File: src/rtl/diff_acc_pkg.sv
// -----------------------------------------------------------------------------
// diff_acc_pkg
//   Shared constants, pipeline-stage structs and lane helpers for the
//   diff_accumulator block (sum of absolute differences over 16 lanes).
//   No ports; imported by sad_tree, diff_accumulator and diff_accumulator_if.
// -----------------------------------------------------------------------------
package diff_acc_pkg;

  localparam int LANES  = 16;           // lanes per input vector
  localparam int DIFF_W = 14;           // signed difference width per lane
  localparam int ABS_W  = 14;           // |lane| width; |-8192| = 8192 still fits
  localparam int S2_W   = 16;           // sum of 4 magnitudes
  localparam int TREE_W = 18;           // sum of all 16 magnitudes
  localparam int GROUPS = LANES / 4;    // first-level reduction groups
  localparam int VEC_W  = LANES * DIFF_W;

  typedef logic [VEC_W-1:0] diff_vec_t;

  // S1: per-lane magnitudes.
  typedef struct packed {
    logic                           valid;
    logic                           last;
    logic [LANES-1:0][ABS_W-1:0]    mag;
  } s1_t;

  // S2: four partial sums of four lanes each.
  typedef struct packed {
    logic                           valid;
    logic                           last;
    logic [GROUPS-1:0][S2_W-1:0]    part;
  } s2_t;

  // S3: complete per-vector sum.
  typedef struct packed {
    logic                           valid;
    logic                           last;
    logic [TREE_W-1:0]              sum;
  } s3_t;

  // Lane k occupies bits [14k+13:14k]; lane 0 is the least significant.
  function automatic logic [DIFF_W-1:0] lane_slice(input diff_vec_t vec,
                                                   input int unsigned k);
    return vec[k*DIFF_W +: DIFF_W];
  endfunction

  // Two's-complement magnitude read back as unsigned. The most negative
  // input (14'h2000) negates to itself, which as unsigned is exactly 8192.
  function automatic logic [ABS_W-1:0] abs_lane(input logic [DIFF_W-1:0] d);
    return d[DIFF_W-1] ? ABS_W'(~d + 1'b1) : ABS_W'(d);
  endfunction

endpackage

File: src/rtl/diff_accumulator_if.sv
// -----------------------------------------------------------------------------
// diff_accumulator_if
//   Input (vector) and output (result) valid/ready channels of the
//   diff_accumulator block.
//   Signals:
//     in_valid / in_ready / in_diff[223:0] / in_last   -- vector channel
//     out_valid / out_ready / out_sum / out_count / out_ovf -- result channel
//   Modports:
//     master -- upstream subtractor array + downstream matcher side
//     slave  -- the diff_accumulator itself
//   ACC_W / CNT_W must match the parameters of the attached diff_accumulator.
// -----------------------------------------------------------------------------
interface diff_accumulator_if #(
  parameter int ACC_W = 24,
  parameter int CNT_W = 8
);
  import diff_acc_pkg::*;

  logic             in_valid;
  logic             in_ready;
  diff_vec_t        in_diff;
  logic             in_last;

  logic             out_valid;
  logic             out_ready;
  logic [ACC_W-1:0] out_sum;
  logic [CNT_W-1:0] out_count;
  logic             out_ovf;

  modport master (
    output in_valid, in_diff, in_last, out_ready,
    input  in_ready, out_valid, out_sum, out_count, out_ovf
  );

  modport slave (
    input  in_valid, in_diff, in_last, out_ready,
    output in_ready, out_valid, out_sum, out_count, out_ovf
  );

endinterface

File: src/rtl/sad_tree.sv
// -----------------------------------------------------------------------------
// sad_tree
//   Three-stage absolute-value + reduction pipeline for one 16-lane vector.
//     S1: registered |lane| for all lanes
//     S2: four registered 16-bit sums of 4 lanes
//     S3: one registered 18-bit vector sum
//   All stages advance together when en_i is high and hold otherwise.
//   Ports:
//     clk, reset        -- clock, synchronous active-high reset
//     en_i              -- advance the pipeline this cycle
//     in_valid_i        -- in_diff_i / in_last_i carry a vector
//     in_last_i         -- vector closes its block
//     in_diff_i[223:0]  -- 16 x 14-bit signed lanes
//     out_valid_o       -- S3 holds a vector sum
//     out_last_o        -- S3 vector closes its block
//     out_sum_o[17:0]   -- S3 vector sum
// -----------------------------------------------------------------------------
module sad_tree
  import diff_acc_pkg::*;
(
  input  logic              clk,
  input  logic              reset,
  input  logic              en_i,
  input  logic              in_valid_i,
  input  logic              in_last_i,
  input  diff_vec_t         in_diff_i,
  output logic              out_valid_o,
  output logic              out_last_o,
  output logic [TREE_W-1:0] out_sum_o
);

  s1_t s1_d, s1_q;
  s2_t s2_d, s2_q;
  s3_t s3_d, s3_q;

  // NOTE: every variable written here gets a default before any branch or
  // loop touches it, so no path leaves it unassigned and no latch is inferred.
  always_comb begin
    s1_d       = '0;
    s1_d.valid = in_valid_i;
    s1_d.last  = in_last_i;
    for (int k = 0; k < LANES; k++) begin
      s1_d.mag[k] = abs_lane(lane_slice(in_diff_i, k));
    end
  end

  always_comb begin
    s2_d       = '0;
    s2_d.valid = s1_q.valid;
    s2_d.last  = s1_q.last;
    for (int g = 0; g < GROUPS; g++) begin
      for (int j = 0; j < 4; j++) begin
        s2_d.part[g] = s2_d.part[g] + S2_W'(s1_q.mag[4*g+j]);
      end
    end
  end

  always_comb begin
    s3_d       = '0;
    s3_d.valid = s2_q.valid;
    s3_d.last  = s2_q.last;
    for (int g = 0; g < GROUPS; g++) begin
      s3_d.sum = s3_d.sum + TREE_W'(s2_q.part[g]);
    end
  end

  // NOTE: only the valid bits are reset; the data fields are qualified by
  // valid everywhere downstream, so clearing them would buy nothing.
  // NOTE: sequential state uses non-blocking assignments so every stage
  // samples the previous stage's pre-edge value regardless of statement order.
  always_ff @(posedge clk) begin
    if (reset) begin
      s1_q.valid <= 1'b0;
      s2_q.valid <= 1'b0;
      s3_q.valid <= 1'b0;
    end else if (en_i) begin
      s1_q <= s1_d;
      s2_q <= s2_d;
      s3_q <= s3_d;
    end
  end

  assign out_valid_o = s3_q.valid;
  assign out_last_o  = s3_q.last;
  assign out_sum_o   = s3_q.sum;

endmodule

File: src/rtl/diff_accumulator.sv
// -----------------------------------------------------------------------------
// diff_accumulator
//   Consumer end of the 16-lane subtractor array. Takes one vector of sixteen
//   signed 14-bit differences per cycle, sums the lane magnitudes through the
//   sad_tree pipeline and accumulates the per-vector sums over a block. One
//   sum of absolute differences is emitted per block on a valid/ready channel.
//   A block ends on in_last or when it reaches 2^CNT_W vectors (force-close).
//   Latency: a last vector accepted in cycle t is presented in cycle t+4.
//   Parameters:
//     ACC_W -- accumulator / out_sum width (>= 18)
//     CNT_W -- vector counter width; longest block is 2^CNT_W vectors
//   Ports:
//     clk   -- rising-edge clock
//     reset -- synchronous active-high reset; drops partial block and pipeline
//     bus   -- diff_accumulator_if.slave (vector in, result out)
//   Build option:
//     DIFF_ACC_SATURATE_EN -- defined: accumulator clamps at all-ones;
//                             undefined: accumulator wraps modulo 2^ACC_W.
//     Either way out_ovf reports the overflow for the block.
// -----------------------------------------------------------------------------
module diff_accumulator
  import diff_acc_pkg::*;
#(
  parameter int ACC_W = 24,
  parameter int CNT_W = 8
) (
  input  logic               clk,
  input  logic               reset,
  diff_accumulator_if.slave  bus
);

  // Whole pipeline freezes while a result waits on a stalled consumer; the
  // ready therefore depends only on the output register, never on in_*.
  logic stall;
  logic adv;

  logic              s3_valid;
  logic              s3_last;
  logic [TREE_W-1:0] s3_sum;

  logic [ACC_W-1:0]  acc_d, acc_q;
  logic [CNT_W-1:0]  cnt_d, cnt_q;
  logic              ovf_d, ovf_q;

  logic              out_valid_d, out_valid_q;
  logic [ACC_W-1:0]  out_sum_d, out_sum_q;
  logic [CNT_W-1:0]  out_count_d, out_count_q;
  logic              out_ovf_d, out_ovf_q;

  logic [ACC_W:0]    nxt;       // one spare bit catches the carry-out
  logic              carry;
  logic [ACC_W-1:0]  acc_upd;   // accumulator value after wrap/clamp
  logic              blk_end;

  assign stall        = out_valid_q & ~bus.out_ready;
  assign adv          = ~stall;
  assign bus.in_ready = adv;

  sad_tree u_tree (
    .clk         (clk),
    .reset       (reset),
    .en_i        (adv),
    .in_valid_i  (bus.in_valid),
    .in_last_i   (bus.in_last),
    .in_diff_i   (bus.in_diff),
    .out_valid_o (s3_valid),
    .out_last_o  (s3_last),
    .out_sum_o   (s3_sum)
  );

  assign nxt   = {1'b0, acc_q} + (ACC_W+1)'(s3_sum);
  assign carry = nxt[ACC_W];

`ifdef DIFF_ACC_SATURATE_EN
  // Once clamped, any further non-zero sum carries again, so the clamp sticks.
  assign acc_upd = carry ? {ACC_W{1'b1}} : nxt[ACC_W-1:0];
`else
  assign acc_upd = nxt[ACC_W-1:0];
`endif

  // Full counter means this is vector 2^CNT_W of the block: close it now.
  assign blk_end = s3_last | (cnt_q == {CNT_W{1'b1}});

  always_comb begin
    acc_d       = acc_q;
    cnt_d       = cnt_q;
    ovf_d       = ovf_q;
    out_sum_d   = out_sum_q;
    out_count_d = out_count_q;
    out_ovf_d   = out_ovf_q;
    // Stalled: out_ready is low so this keeps out_valid. Otherwise a taken
    // result drops here and may be replaced below in the same cycle.
    out_valid_d = out_valid_q & ~bus.out_ready;

    if (adv && s3_valid) begin
      if (blk_end) begin
        out_sum_d   = acc_upd;
        out_count_d = cnt_q;
        out_valid_d = 1'b1;
        // A block closed by the counter rather than in_last is flagged too.
        out_ovf_d   = ovf_q | carry | ~s3_last;
        acc_d       = '0;
        cnt_d       = '0;
        ovf_d       = 1'b0;
      end else begin
        acc_d = acc_upd;
        cnt_d = cnt_q + CNT_W'(1);
        ovf_d = ovf_q | carry;
      end
    end
  end

  always_ff @(posedge clk) begin
    if (reset) begin
      acc_q       <= '0;
      cnt_q       <= '0;
      ovf_q       <= 1'b0;
      out_valid_q <= 1'b0;
      out_sum_q   <= '0;
      out_count_q <= '0;
      out_ovf_q   <= 1'b0;
    end else begin
      acc_q       <= acc_d;
      cnt_q       <= cnt_d;
      ovf_q       <= ovf_d;
      out_valid_q <= out_valid_d;
      out_sum_q   <= out_sum_d;
      out_count_q <= out_count_d;
      out_ovf_q   <= out_ovf_d;
    end
  end

  assign bus.out_valid = out_valid_q;
  assign bus.out_sum   = out_sum_q;
  assign bus.out_count = out_count_q;
  assign bus.out_ovf   = out_ovf_q;

endmodule

File: src/flat_wrapper.sv
// flat-port wrapper written by rule: the top's interface ports become plain ports
module diff_accumulator_flat import diff_acc_pkg::*;
#(
  parameter int ACC_W = 24,
  parameter int CNT_W = 8
)
  (clk, reset, bus_in_valid, bus_in_diff, bus_in_last, bus_out_ready, bus_in_ready, bus_out_valid, bus_out_sum, bus_out_count, bus_out_ovf);
  diff_accumulator_if #(.ACC_W(ACC_W), .CNT_W(CNT_W)) bus_i ();
  input  logic clk;
  input  logic reset;
  input wire logic [$bits(bus_i.in_valid)-1:0] bus_in_valid;
  input wire logic [$bits(bus_i.in_diff)-1:0] bus_in_diff;
  input wire logic [$bits(bus_i.in_last)-1:0] bus_in_last;
  input wire logic [$bits(bus_i.out_ready)-1:0] bus_out_ready;
  output wire logic [$bits(bus_i.in_ready)-1:0] bus_in_ready;
  output wire logic [$bits(bus_i.out_valid)-1:0] bus_out_valid;
  output wire logic [$bits(bus_i.out_sum)-1:0] bus_out_sum;
  output wire logic [$bits(bus_i.out_count)-1:0] bus_out_count;
  output wire logic [$bits(bus_i.out_ovf)-1:0] bus_out_ovf;
  assign bus_i.in_valid = bus_in_valid;
  assign bus_i.in_diff = bus_in_diff;
  assign bus_i.in_last = bus_in_last;
  assign bus_i.out_ready = bus_out_ready;
  assign bus_in_ready = bus_i.in_ready;
  assign bus_out_valid = bus_i.out_valid;
  assign bus_out_sum = bus_i.out_sum;
  assign bus_out_count = bus_i.out_count;
  assign bus_out_ovf = bus_i.out_ovf;
  diff_accumulator #(.ACC_W(ACC_W), .CNT_W(CNT_W)) u_core (.clk(clk), .reset(reset), .bus(bus_i));
endmodule
File: config.mk
export PLATFORM = sky130hd
export DESIGN_NAME = diff_accumulator_flat
export DESIGN_NICKNAME = d
export VERILOG_FILES = /design/src/rtl/diff_acc_pkg.sv /design/src/rtl/diff_accumulator_if.sv /design/src/rtl/sad_tree.sv /design/src/rtl/diff_accumulator.sv /design/src/flat_wrapper.sv
export SDC_FILE = /design/constraint.sdc
export NUM_CORES = 1
export LEC_CHECK = 0
export CAP_MARGIN = 20
export CELL_PAD_IN_SITES_DETAIL_PLACEMENT = 1
export CELL_PAD_IN_SITES_GLOBAL_PLACEMENT = 1
export CORE_MARGIN = 2
export CORE_UTILIZATION = 41
export CTS_CLUSTER_SIZE = 28
export DETAILED_ROUTE_END_ITERATION = 12
export GPL_TIMING_DRIVEN = 0
export PLACE_DENSITY_LB_ADDON = 0.1
export SYNTH_ARGS = -nofsm -noshare
export SYNTH_HDL_FRONTEND = slang
export SYNTH_SLANG_ARGS = --single-unit
File: constraint.sdc
create_clock -name clk -period 17.4 [get_ports clk]
set_input_delay 3.48 -clock clk [delete_from_list [all_inputs] [get_ports clk]]
set_output_delay 3.48 -clock clk [all_outputs]
set_load 0.02 [all_outputs]
# Yosys cells after proc, flatten, opt, wreduce, memory -nomap -nowiden

Cells that the tools add are included.

Bitwise gates (word level): 24
Mux-type cells: 21
Eq/ne operators: 1
Reduce and logical (&&, ||, !) cells: 3
$add $sub $neg: 33

Operators with widths:

| operator                                      | count |
|---|---|
| adder 14 x 1 -> 14 bit, second input constant | 16 |
| NOT 14 bit                                    | 16 |
| 2-to-1 mux 13 bit                             | 16 |
| adder 15 x 14 -> 16 bit                       | 4 |
| adder 16 x 14 -> 16 bit                       | 4 |
| adder 14 x 14 -> 15 bit                       | 4 |
| adder 24 x 18 -> 25 bit                       | 1 |
| 2-to-1 mux 24 bit                             | 1 |
| adder 17 x 16 -> 18 bit                       | 1 |
| adder 18 x 16 -> 18 bit                       | 1 |
| adder 16 x 16 -> 17 bit                       | 1 |
| adder 8 x 1 -> 8 bit, second input constant   | 1 |
| equality test 8 bit, second input constant    | 1 |
| 2-to-1 mux 8 bit                              | 1 |
| NOT 1 bit                                     | 4 |
| AND reduction 2 bit                           | 2 |
| 2-to-1 mux 1 bit                              | 3 |
| bitwise OR 1 bit                              | 3 |
| AND 1 bit                                     | 1 |
| logical AND 1 bit                             | 1 |

Logic and storage cells: 132
Flip-flop bits (word level): 379
Output and inout bits: 35
Input bits: 229

# Longest topological paths before layout

Word-level depth: 5
Depth in mapped cells: 14

# By module

Synthesis repeated with hierarchy kept, for this count alone.

Cell total of the unflattened synthesis: 2299
Area, all modules: 24298.3 µm²

By module, submodules not included:

| module           | area an instance (µm²) | times used | seq. area each (µm²) | cells an instance |
|---|---|---|---|---|
| sad_tree         | 20697.4                | 1          | 9339.0               | 1861 |
| diff_accumulator | 3601.0                 | 1          | 1341.3               | 438 |

# Worst setup path after synthesis

No wires, ideal clock.

Path kind: input to register
From: input port bus_out_ready
To: register u_core.u_tree.s3_q, in the netlist u_core.u_tree.out_last_o, enable pin
Data required time: 16.382 ns
Stages: 3
Setup time: 1.018 ns
Data arrival time: 17.339 ns
Path buffers: 1
Slack: -0.957 ns
Cell sequence: nand2b_1 -> buf_2 -> nor2b_1

Cells in the longest elaborated chain, start to end: 4

Ends and longest elaborated chain:

| item                                 | line                   | source |
|---|---|---|
| start, declared                      | flat_wrapper.sv:14     | `input wire logic [$bits(bus_i.out_ready)-1:0] bus_out_ready;` |
| NOT 1 bit                            | diff_accumulator.sv:55 | `assign stall = out_valid_q & ~bus.out_ready;` |
| AND 1 bit                            | diff_accumulator.sv:55 |  |
| NOT 1 bit (no source line)           | n/a                    |  |
| named net bus_in_ready               | flat_wrapper.sv:15     | `output wire logic [$bits(bus_i.in_ready)-1:0] bus_in_ready;` |
| AND reduction 2 bit (no source line) | n/a                    |  |
| end, declared                        | sad_tree.sv:34         | `s3_t s3_d, s3_q;` |

The timed path passes the listed nets, and every way through them passes these cells.
A chain may end at the register's enable or synchronous reset.

# Worst setup path in the final report

From: input port bus_out_ready
To: output port bus_in_ready

Cells in the longest elaborated chain, start to end: 3

Ends and longest elaborated chain:

| item                       | line |
|---|---|
| NOT 1 bit                  | diff_accumulator.sv:55 |
| AND 1 bit                  | diff_accumulator.sv:55 |
| NOT 1 bit (no source line) | n/a |
| end, declared              | flat_wrapper.sv:15 |

No other way between the ends.

==> impl_metrics.ini <==
[critical_path]
timing.critical_path.slowest_cell_delay_ns = 0.63
crit_path_cell_trace = clkdlybuf4s50_1, nand2b_1, buf_2, clkdlybuf4s50_1
crit_path_max_fanout = 8
setup.worst_path.class = input port to output pin
cp-start-kind = input port
crit_start = bus_out_ready
rr_startpoint = u_core.u_tree.s1_q[169]
worstPathArrival_ns = 4.86
r2r_slack_ns = 13.49
endpoint_kind = output pin
critPathRequiredTime_ns = 13.92
cp_slowest_cell = clkdlybuf4s50_1
cp_common_cell = clkdlybuf4s50_1

[clock_network]
tritoncts = done
cts_resized = 0
cts_setup_buffers = 0
cts.sinks = 379
clk_pin_slew_ns = 0.06
cts_made_buffers = 44
ctsHoldBuffers = 0
cts_max_level = 2
cts_max_path_buffers = 3
clk_latency_ns = 0.58
root_buffer = clkbuf_16

[drt]
ant_nets = 0
vias = 16800
drtIter0Drc = 714
wl_per_cell_um = 17.6
via_per_inst = 4.95
totalWireLength_um = 59800
drc_errors = 0
detail_route.first_pass.iterations = 5

[synth]
ys.flop_type = edfxtp_1
synth_area_um2 = 24300
yosysMostFrequentCell = inv_1
synth-compound-area-share_pct = 11.1
synth-simple-area-share_pct = 10.2
synth-xor-area-share_pct = 9.37
syn_inst = 2275
synth_common_cells = inv_1, edfxtp_1, nand2_1
synth_top_area_cell = edfxtp_1
synth.mux.area_fraction_pct = 0.227
synthArstFlopShare_pct = 0
synth_top_family_by_area = adder cells
synth-adder-area-share_pct = 17.7
avgSynthCellArea_um2 = 10.7
synth.top_cell.area_share_pct = 38.2
synth-edff-count = 309
synth_warnings = 0
yosys-top-cells-area = edfxtp_1, fa_1, xnor2_1, inv_1, dfxtp_1
synth.ff_latch_count = 379
ys_seq_area_share_pct = 43.9
syn_nets = 2761
synth_cell_types = 79

[power_and_ir_drop]
power_density_nw_per_um2 = 153
peakVddDrop_v = 0.000115
power.total_mw = 4.52
leakagePower_nw = 12.2

[timing]
fin_skew_ns = 0.0401
post-route-min-period_ns = 8.34
worst_pin_slew_ns = 0.820
setup_tns_ns = 0
setup_viol = 0
drv_slew = 0
hold_viol_final = 0
slew_headroom_pct = 44.9
rsz0062_at_grt = no
period_share_pct = 47.9
max_freq_mhz = 120

[worst_hold_path]
min_from = u_core.u_tree.s1_q[224]
hold_class = flop to flop

[finish]
drive_above_1_share_pct = 5.02
diodes = 0
finalInstanceArea_um2 = 29600
nNetsFinal = 3081
area_delta_synth_final_pct = 21.6
n_fill_cell = 6404

[run_status]
status = completed

[global_route]
antenna_found_initial = 0
grt_max_degree = 37
grt_usage_pct = 20.0
grt_pass1_vias = 18100
grt-ovfl-total = 0
grt_pass1_wl_um = 95900

[floorplan]
start_util_pct = 41.3
die_area_um2 = 61200
core_area_um2 = 58800
num_rows = 89
dieHeight_um = 247
fp.dieW_um = 247
io_pins = 264

[run]
maxCapViolations = 0

[placed_design]
dp_hpwl_um = 49400
gp_congestion = 0.882
placed_area_um2 = 28200
portBuffers = 263
==> kinds of logic after synthesis <==
group	Yosys count
fa+ha+maj	257
compound gates	385
buf+inv	479
simple gates	510
xor+xnor	260
mux	5
flops	379
==> sequential cells by signal, summed over array words and instances, names as in the netlist <==
name	cells
u_core.cnt_q	8
u_core.bus.out_ovf	1
u_core.bus.out_count	8
u_core.u_tree.s1_q	226
u_core.bus.out_sum	24
u_core.u_tree.out_sum_o	18
u_core.u_tree.out_last_o	1
u_core.ovf_q	1
u_core.u_tree.out_valid_o	1
u_core.bus.out_valid	1
u_core.acc_q	24
u_core.u_tree.s2_q	66
==> cells in the final DEF (no fill, tap or decap), drive strengths merged, types with 19 or more instances in the layout <==
| master | Yosys | layout |
|---|---|---|
| ha | 112 | 112 |
| nand2 | 217 | 217 |
| nand3 | 21 | 21 |
| xor2 | 55 | 55 |
| o41ai | 21 | 21 |
| or4 | 19 | 19 |
| a21oi | 91 | 91 |
| o21ai | 98 | 98 |
| clkbuf | 28 | 93 |
| nor2 | 102 | 102 |
| dfxtp | 70 | 70 |
| fa | 145 | 145 |
| inv | 440 | 441 |
| o31ai | 47 | 47 |
| nand2b | 33 | 33 |
| nor3 | 34 | 34 |
| buf | 11 | 22 |
| clkdlybuf4s50 | 0 | 263 |
| or3 | 28 | 28 |
| a21o | 29 | 29 |
| xnor2 | 205 | 205 |
| edfxtp | 309 | 309 |
==> metrics by stage <==
step | setup WS (ns) | hold WS, ns | util (%) | instances
floorplan | 5.01 | 0.400 | - | 2275
global placement | 0.912 | 0.409 | 47.5 | 3311
detailed placement | 9.06 | 0.407 | 47.9 | 3322
CTS | 9.04 | 0.422 | 50.3 | 3402
global route | 8.99 | 0.428 | 50.3 | 3402
finish | 9.06 | 0.424 | 50.3 | 3402
==> critical path: cells and delay by family <==
kind | cells | cell delay, ns
buf+inv | 3 | 1.27
simple gates | 1 | 0.09
==> final timing paths <==
| kind | endpoint | cells past startpoint |
|---|---|---|
| worst max-delay path | bus_in_ready | 4 |
| worst min-delay path | u_core.u_tree.s2_q[64] | 0 |
| worst min register to register | u_core.u_tree.s2_q[64] | 0 |
| worst max register to register | u_core.u_tree.s2_q[63] | 13 |
==> area by class of cell <==
| type | count | area [µm²] | share of cell area (%) |
|---|---|---|---|
| multi-input combinational | 1417 | 11800 | 40.0 |
| tap | 773 | 967 | 3.27 |
| clock buffer | 65 | 1260 | 4.27 |
| inverter | 440 | 1650 | 5.59 |
| buffer | 39 | 159 | 0.537 |
| sequential | 379 | 10700 | 36.1 |
| timing repair buffer | 274 | 2880 | 9.73 |
| clock inverter | 15 | 146 | 0.495 |
==> power breakdown <==
part,internal (mW),switching (mW)
clock network,0.533,0.372
logic,0.993,1.29
registers,1.28,0.0518
total,2.81,1.71
==> per-layer routing <==
metal  up-vias  routed length [µm]  global-route usage [%]
li1       8257                   -                       -
met1      8258               26300                    25.9
met2       246               30000                    35.0
met3        85                2140                    2.60
met4         0                1320                    5.58
met5         -                   0                       0
No activity file was read; power rests on OpenSTA's default activity.
